[src/rtl/cv32e40p_pkg.sv]
// Shared types and default constants for the TMR prefetch recovery controller.
package cv32e40p_pkg;

  typedef enum logic [1:0] {
    TMR_IDLE   = 2'd0,
    TMR_HALT   = 2'd1,
    TMR_RESYNC = 2'd2,
    TMR_SETTLE = 2'd3
  } tmr_state_e;

  localparam int unsigned TMR_CNT_WIDTH     = 16;
  localparam int unsigned TMR_PERM_THRESH   = 3;
  localparam int unsigned TMR_SETTLE_CYCLES = 4;
  localparam int unsigned TMR_HALT_TIMEOUT  = 64;

  // Down-counters load (limit - 1), so clog2 of the larger limit is enough.
  function automatic int unsigned tmr_timer_width(input int unsigned a, input int unsigned b);
    int unsigned m;
    m = (a > b) ? a : b;
    return (m < 2) ? 1 : $clog2(m);
  endfunction

endpackage

[src/rtl/cv32e40p_tmr_recovery_ctrl_if.sv]
// Prefetcher <-> recovery controller link: voter status in, fetch halt and resync branch out.
interface cv32e40p_tmr_recovery_ctrl_if;
  logic [4:0]  error_voter;
  logic [2:0]  lane_err;
  logic        busy;
  logic [31:0] resync_pc;
  logic        halt_fetch;
  logic        resync;
  logic [31:0] resync_addr;

  modport master (
    output error_voter, lane_err, busy, resync_pc,
    input  halt_fetch, resync, resync_addr
  );

  modport slave (
    input  error_voter, lane_err, busy, resync_pc,
    output halt_fetch, resync, resync_addr
  );
endinterface

[src/rtl/cv32e40p_tmr_lane_blame.sv]
// Per-replica blame tracker: 2-bit count of consecutive recoveries blaming this lane, sticky fail flag.
module cv32e40p_tmr_lane_blame
  import cv32e40p_pkg::*;
#(
  parameter int unsigned PERM_THRESH = TMR_PERM_THRESH
) (
  input  logic clk,
  input  logic rst,
  input  logic clear,
  input  logic recover,
  input  logic blamed,
  output logic fail
);

  logic [1:0] cnt_q, cnt_base, cnt_d;
  logic       fail_base, fail_d;

  // Clear takes effect before a recovery landing in the same cycle.
  always_comb begin
    cnt_base  = clear ? 2'd0 : cnt_q;
    fail_base = clear ? 1'b0 : fail;
    cnt_d     = cnt_base;
    fail_d    = fail_base;
    if (recover) begin
      if (blamed) begin
        cnt_d = (cnt_base == 2'd3) ? cnt_base : cnt_base + 2'd1;
        if (({30'd0, cnt_base} + 32'd1) >= PERM_THRESH) begin
          fail_d = 1'b1;
        end
      end else begin
        cnt_d = 2'd0;
      end
    end
  end

  always_ff @(posedge clk or posedge rst) begin
    if (rst) begin
      cnt_q <= 2'd0;
      fail  <= 1'b0;
    end else begin
      cnt_q <= cnt_d;
      fail  <= fail_d;
    end
  end

endmodule

[src/rtl/cv32e40p_tmr_recovery_ctrl.sv]
// TMR prefetch recovery controller: halt, drain, resync all replicas, then settle.
// Statistics (err_count_o, lane blame, lane_fail_o) exist only with CV32E40P_TMR_RECOVERY_STATS_EN.
//
//   state      | meaning
//   TMR_IDLE   | watching voter flags; an error captures the PC and starts recovery
//   TMR_HALT   | fetch blocked, waiting for the prefetcher to drain (bounded)
//   TMR_RESYNC | single-cycle branch to the captured PC on all replicas
//   TMR_SETTLE | fetch resumes, voter flags masked while replicas reconverge
module cv32e40p_tmr_recovery_ctrl
  import cv32e40p_pkg::*;
#(
  parameter int unsigned CNT_WIDTH     = TMR_CNT_WIDTH,
  parameter int unsigned PERM_THRESH   = TMR_PERM_THRESH,
  parameter int unsigned SETTLE_CYCLES = TMR_SETTLE_CYCLES,
  parameter int unsigned HALT_TIMEOUT  = TMR_HALT_TIMEOUT
) (
  input  logic                           clk,
  input  logic                           rst,
  cv32e40p_tmr_recovery_ctrl_if.slave    pf,
  input  logic                           clear_i,
  output logic [CNT_WIDTH-1:0]           err_count_o,
  output logic [2:0]                     lane_fail_o,
  output logic                           timeout_o,
  output logic                           recovering_o
);

  localparam int unsigned TMR_W = tmr_timer_width(HALT_TIMEOUT, SETTLE_CYCLES);
  localparam logic [TMR_W-1:0] HALT_LOAD   = TMR_W'(HALT_TIMEOUT - 1);
  localparam logic [TMR_W-1:0] SETTLE_LOAD = TMR_W'(SETTLE_CYCLES - 1);

  tmr_state_e        state_q, state_d;
  logic [TMR_W-1:0]  tmr_q, tmr_d;
  logic [31:0]       pc_q;
  logic              start;
  logic              timeout_hit;

  always_ff @(posedge clk or posedge rst) begin
    if (rst) begin
      state_q <= TMR_IDLE;
      tmr_q   <= '0;
      pc_q    <= '0;
    end else begin
      state_q <= state_d;
      tmr_q   <= tmr_d;
      if (start) begin
        pc_q <= pf.resync_pc;
      end
    end
  end

  always_comb begin
    state_d     = state_q;
    tmr_d       = tmr_q;
    start       = 1'b0;
    timeout_hit = 1'b0;
    unique case (state_q)
      TMR_IDLE: begin
        if (|pf.error_voter) begin
          state_d = TMR_HALT;
          tmr_d   = HALT_LOAD;
          start   = 1'b1;
        end
      end
      TMR_HALT: begin
        if (!pf.busy) begin
          state_d = TMR_RESYNC;
        end else if (tmr_q == '0) begin
          state_d     = TMR_RESYNC;
          timeout_hit = 1'b1;
        end else begin
          tmr_d = tmr_q - TMR_W'(1);
        end
      end
      TMR_RESYNC: begin
        state_d = TMR_SETTLE;
        tmr_d   = SETTLE_LOAD;
      end
      TMR_SETTLE: begin
        if (tmr_q == '0) begin
          state_d = TMR_IDLE;
        end else begin
          tmr_d = tmr_q - TMR_W'(1);
        end
      end
      default: state_d = TMR_IDLE;
    endcase
  end

  assign pf.halt_fetch  = (state_q == TMR_HALT) || (state_q == TMR_RESYNC);
  assign pf.resync      = (state_q == TMR_RESYNC);
  assign pf.resync_addr = pf.resync ? pc_q : 32'd0;
  assign recovering_o   = (state_q != TMR_IDLE);

  // A timeout in the same cycle as clear still leaves the flag set.
  always_ff @(posedge clk or posedge rst) begin
    if (rst) begin
      timeout_o <= 1'b0;
    end else if (timeout_hit) begin
      timeout_o <= 1'b1;
    end else if (clear_i) begin
      timeout_o <= 1'b0;
    end
  end

`ifdef CV32E40P_TMR_RECOVERY_STATS_EN
  logic [CNT_WIDTH-1:0] cnt_q;

  always_ff @(posedge clk or posedge rst) begin
    if (rst) begin
      cnt_q <= '0;
    end else if (clear_i) begin
      cnt_q <= start ? CNT_WIDTH'(1) : '0;
    end else if (start && !(&cnt_q)) begin
      cnt_q <= cnt_q + CNT_WIDTH'(1);
    end
  end

  assign err_count_o = cnt_q;

  for (genvar g = 0; g < 3; g++) begin : g_lane
    cv32e40p_tmr_lane_blame #(
      .PERM_THRESH (PERM_THRESH)
    ) u_blame (
      .clk     (clk),
      .rst     (rst),
      .clear   (clear_i),
      .recover (start),
      .blamed  (pf.lane_err[g]),
      .fail    (lane_fail_o[g])
    );
  end
`else
  logic [2:0] unused_lane_err;
  logic [1:0] unused_perm_thresh;

  assign unused_lane_err    = pf.lane_err;
  assign unused_perm_thresh = 2'(PERM_THRESH);
  assign err_count_o        = '0;
  assign lane_fail_o        = 3'b000;
`endif

endmodule

[src/flat_wrapper.sv]
// flat-port wrapper written by rule: the top's interface ports become plain ports
module cv32e40p_tmr_recovery_ctrl_flat import cv32e40p_pkg::*;
#(
  parameter int unsigned CNT_WIDTH     = TMR_CNT_WIDTH,
  parameter int unsigned PERM_THRESH   = TMR_PERM_THRESH,
  parameter int unsigned SETTLE_CYCLES = TMR_SETTLE_CYCLES,
  parameter int unsigned HALT_TIMEOUT  = TMR_HALT_TIMEOUT
)
  (clk, rst, clear_i, err_count_o, lane_fail_o, timeout_o, recovering_o, pf_error_voter, pf_lane_err, pf_busy, pf_resync_pc, pf_halt_fetch, pf_resync, pf_resync_addr);
  cv32e40p_tmr_recovery_ctrl_if pf_i ();
  input  logic clk;
  input  logic rst;
  input  logic clear_i;
  output logic [CNT_WIDTH-1:0] err_count_o;
  output logic [2:0] lane_fail_o;
  output logic timeout_o;
  output logic recovering_o;
  input wire logic [$bits(pf_i.error_voter)-1:0] pf_error_voter;
  input wire logic [$bits(pf_i.lane_err)-1:0] pf_lane_err;
  input wire logic [$bits(pf_i.busy)-1:0] pf_busy;
  input wire logic [$bits(pf_i.resync_pc)-1:0] pf_resync_pc;
  output wire logic [$bits(pf_i.halt_fetch)-1:0] pf_halt_fetch;
  output wire logic [$bits(pf_i.resync)-1:0] pf_resync;
  output wire logic [$bits(pf_i.resync_addr)-1:0] pf_resync_addr;
  assign pf_i.error_voter = pf_error_voter;
  assign pf_i.lane_err = pf_lane_err;
  assign pf_i.busy = pf_busy;
  assign pf_i.resync_pc = pf_resync_pc;
  assign pf_halt_fetch = pf_i.halt_fetch;
  assign pf_resync = pf_i.resync;
  assign pf_resync_addr = pf_i.resync_addr;
  cv32e40p_tmr_recovery_ctrl #(.CNT_WIDTH(CNT_WIDTH), .PERM_THRESH(PERM_THRESH), .SETTLE_CYCLES(SETTLE_CYCLES), .HALT_TIMEOUT(HALT_TIMEOUT)) u_core (.clk(clk), .rst(rst), .pf(pf_i), .clear_i(clear_i), .err_count_o(err_count_o), .lane_fail_o(lane_fail_o), .timeout_o(timeout_o), .recovering_o(recovering_o));
endmodule
[config.mk]
export PLATFORM = sky130hd
export DESIGN_NAME = cv32e40p_tmr_recovery_ctrl_flat
export DESIGN_NICKNAME = d
export VERILOG_FILES = /design/src/rtl/cv32e40p_pkg.sv /design/src/rtl/cv32e40p_tmr_recovery_ctrl_if.sv /design/src/rtl/cv32e40p_tmr_lane_blame.sv /design/src/rtl/cv32e40p_tmr_recovery_ctrl.sv /design/src/flat_wrapper.sv
export SDC_FILE = /design/constraint.sdc
export NUM_CORES = 1
export LEC_CHECK = 0
export ABC_AREA = 1
export CAP_MARGIN = 20
export CORE_ASPECT_RATIO = 0.9
export CORE_MARGIN = 1.5
export CORE_UTILIZATION = 43
export DETAILED_ROUTE_END_ITERATION = 8
export GPL_TIMING_DRIVEN = 0
export PLACE_DENSITY = 0.88
export SKIP_CTS_REPAIR_TIMING = 1
export SLEW_MARGIN = 20
export SYNTH_ARGS = -nofsm -noshare
export SYNTH_HDL_FRONTEND = slang
export SYNTH_SLANG_ARGS = --single-unit
export TNS_END_PERCENT = 100
[constraint.sdc]
create_clock -name clk -period 2.2 [get_ports clk]
set_input_delay 0.44 -clock clk [delete_from_list [all_inputs] [get_ports clk]]
set_output_delay 0.44 -clock clk [all_outputs]
set_load 0.02 [all_outputs]
==> results.sh <==
export IMPL_crit_cells=7
export IMPL_worstSetupEndpoint="pf_resync_addr[25]"
export IMPL_vias_per_cell=4.55
export IMPL_place_ws_ns=-0.614
export IMPL_cts_clk_slew_worst_paths_ns=0.08
export IMPL_die_area_um2=5880
export IMPL_nets=476
export IMPL_avgSynthCellArea_um2=7.20
export IMPL_status="finished clean"
export IMPL_cts_buffer_depth=2
export IMPL_cp_required_ns=1.76
export IMPL_layout_drive_gt1_share_pct=18.5
export IMPL_rsz0062_at_grt="false"
export IMPL_yosys_cell_types_count=21
export IMPL_dpl_hpwl_mm=4.36
export IMPL_io_buffer_count=76
export IMPL_rrSetupSlack_ns=0.42
export IMPL_p_int_mw=2.38
export IMPL_reg2reg_depth=9
export IMPL_ant_nets=0
export IMPL_grt_usage_pct=20.3
export IMPL_ios=99
export IMPL_cts_tree="done"
export IMPL_fin_crit_ns=2.13
export IMPL_synth_seq_cells=41
export IMPL_initial_core_util_pct=44.4
export IMPL_htreeDepth=2
export IMPL_cts_buffers=5
export IMPL_core_region_area_um2=5260
export IMPL_switching_share_pct=44.9
export IMPL_fillCellCount=491
export IMPL_antenna_found_initial=0
export IMPL_die_width_um=80.7
export IMPL_grt_pass1_wl_mm=9.22
export IMPL_ys_seq_area_share_pct=44.0
export IMPL_yosys_warnings=0
export IMPL_die_h_um=72.9
export IMPL_grt_pass1_vias=2202
export IMPL_crit_arrival_ns=1.69
export IMPL_power_density_nw_per_um2=1310
export IMPL_p_seq_share_pct=31.5
export IMPL_drt_pre_antenna_iters=4
export IMPL_cp_num_buf_inv=5
export IMPL_worstSetupPathType="flip-flop to output pin"
export IMPL_setup_worst_path_start_class="flip-flop"
export IMPL_synth_area_um2=2330
export IMPL_drcViolationCount=0
export IMPL_grt_ovfl_total=0
export IMPL_maxCapViolCount=0
export IMPL_cpMaxStageDelayCell="dfrtp_2"
export IMPL_path_cells="inv_2 > ha_1 > buf_2 > buf_4 > nand2_1 > inv_1 > clkbuf_2"
export IMPL_critPathTopFamily="buffers and inverters"
export IMPL_antenna_cells=0
export IMPL_clk_latency_ns=0.29
export IMPL_hp_class="input pin to async pin"
export IMPL_routed_wl_mm=5.61
export IMPL_cts_sinks=41
export IMPL_rows=25
export IMPL_cts_root_buf="clkbuf_8"
export IMPL_final_core_utilization_pct=62.6
export IMPL_finClkSkew_ns=0.00289
export IMPL_hold_violations=0
export IMPL_synthToLayoutAreaGrowth_pct=40.9
export IMPL_num_vias=2246
export IMPL_cellLeakagePower_nw=2.08
export IMPL_drt_iter0_markers=99
export IMPL_grt_max_degree=24
export IMPL_final_setup_worst_slack_ns=0.0717
export IMPL_drv_slew=0
export IMPL_pwr_share_comb_pct=53.9
export IMPL_wl_per_cell_um=11.4
export IMPL_finalSetupViolations=0
export IMPL_synthCells=324
export IMPL_endpoint_kind="output pin"
export IMPL_layout_worst_path_cycle_share_pct=96.7
export IMPL_r2r_start="u_core.state_q[1]$_DFFE_PP0P_"
export IMPL_crit_start="u_core.state_q[0]$_DFFE_PP0P_"
export IMPL_net_switching_power_mw=1.93
export IMPL_peakVddDrop_mv=0.587
export IMPL_cp_max_fo=10
export IMPL_slowest_delay_ns=0.44
export IMPL_clock_power_share_pct=14.6
export IMPL_r2r_end="u_core.tmr_q[0]$_DFFE_PP0P_"
export IMPL_place_congestion=0.754
export IMPL_max_freq_ghz=0.470
Yosys cell counts:
master    count  area, µm²
nand3_2       1       10.0
nand4_2       1       12.5
buf_1         1       3.75
ha_1          6       75.1
buf_4        19        143
o21ai_0       3       15.0
nand2_1     128        480
dfrtp_1      41       1030
o21ai_2       5       43.8
inv_1        49        184
o21ai_1       2       10.0
clkbuf_2      1       5.00
buf_2         4       20.0
buf_6         1       11.3
nand4_1       2       12.5
o22ai_1       1       6.26
conb_1        1       3.75
nand3_1      37        185
nor2_2        3       18.8
nor2_1        9       33.8
clkbuf_1      9       33.8
kinds of logic after synthesis:
| logic type | Yosys count | share of synthesized area, % |
|---|---|---|
| AOI/OAI and AO/OA | 11 | 3.22 |
| adders and majority gates | 6 | 3.22 |
| buffers and inverters | 84 | 17.2 |
| DFF | 41 | 44.0 |
| other | 1 | 0.161 |
| and+or+nand+nor | 181 | 32.3 |
area by class of cell:
class | instances | area, µm² | area share, %
flip-flops and latches | 41 | 1030 | 31.2
inverters | 49 | 184 | 5.59
plain buffers | 33 | 224 | 6.81
clock buffers | 7 | 86.3 | 2.63
repair buffers | 79 | 678 | 20.6
clock inverters | 1 | 30.0 | 0.913
multi-input cells | 217 | 975 | 29.6
well taps | 67 | 83.8 | 2.55
registers in the layout, indices dropped and copies added (netlist names):
name,count
u_core.pc_q,32
u_core.state_q,2
u_core.timeout_o,1
u_core.tmr_q,6
per-layer routing:
| layer | track usage, % | wire length, µm | vias to the layer above |
|---|---|---|---|
| met4 | 8.05 | 108 | 0 |
| met3 | 5.00 | 331 | 12 |
| li1 | - | - | 1135 |
| met1 | 22.2 | 2210 | 1032 |
| met2 | 37.4 | 2960 | 67 |
| met5 | 0 | 0 | - |
how the worst min path moves through the flow:
stage               slack (ns)  depth (start not counted)                     endpoint                         from
floorplan                 0.44                          2  u_core.pc_q[15]$_DFFE_PP0P_  u_core.pc_q[15]$_DFFE_PP0P_
global placement          0.45                          2  u_core.pc_q[23]$_DFFE_PP0P_  u_core.pc_q[23]$_DFFE_PP0P_
detailed placement        0.46                          2  u_core.pc_q[29]$_DFFE_PP0P_  u_core.pc_q[29]$_DFFE_PP0P_
CTS                       0.48                          2  u_core.tmr_q[2]$_DFFE_PP0P_                          rst
global route              0.49                          2  u_core.pc_q[15]$_DFFE_PP0P_  u_core.pc_q[15]$_DFFE_PP0P_
finish                    0.47                          2  u_core.tmr_q[2]$_DFFE_PP0P_                          rst
worst register-to-register path: cells and delay by family (launching register included):
family | cells | cell delay (ns)
adder cells (fa/ha/maj) | 1 | 0.15
flip-flops | 1 | 0.43
buffers and inverters | 3 | 0.54
AND/OR/NAND/NOR | 4 | 0.51
AO/OA/AOI/OAI | 1 | 0.05
power by group through the flow:
stage               Clock [mW]  Sequential, mW  Combinational [mW]
finish                   0.629            1.36                2.33
detailed placement           0            1.36                2.46
floorplan                    0            1.30                1.65
CTS                      0.643            1.35                2.48
global route             0.669            1.40                2.60
global placement             0            1.34                2.37
placed cells by master (no fill, tap or decap), types with 5 or more instances in the layout:
cell             netlist  layout
nand2_1              128     128
inv_1                 49      47
clkdlybuf4s50_1        0      42
dfrtp_1               41      40
nand3_1               37      37
clkbuf_2               1      28
buf_4                 19      23
conb_1                 1      19
nor2_1                 9       9
ha_1                   6       6
clkbuf_8               0       6
dlymetal6s2s_1         0       6
buf_2                  4       5
clkbuf_1               9       5
o21ai_2                5       5
stage by stage:
| stage | std cells | total power [mW] | setup TNS, ns | cell area (µm²) | hold slack (ns) |
|---|---|---|---|---|---|
| floorplan | 342 | 2.95 | 0 | 2400 | 0.442 |
| global route | 494 | 4.68 | 0 | 3290 | 0.493 |
| finish | 494 | 4.31 | 0 | 3290 | 0.469 |
| detailed placement | 486 | 3.83 | -18.04 | 3270 | 0.459 |
| global placement | 485 | 3.70 | -17.55 | 3250 | 0.452 |
| CTS | 494 | 4.47 | -28.75 | 3390 | 0.477 |
No activity file was read; power rests on OpenSTA's default activity.
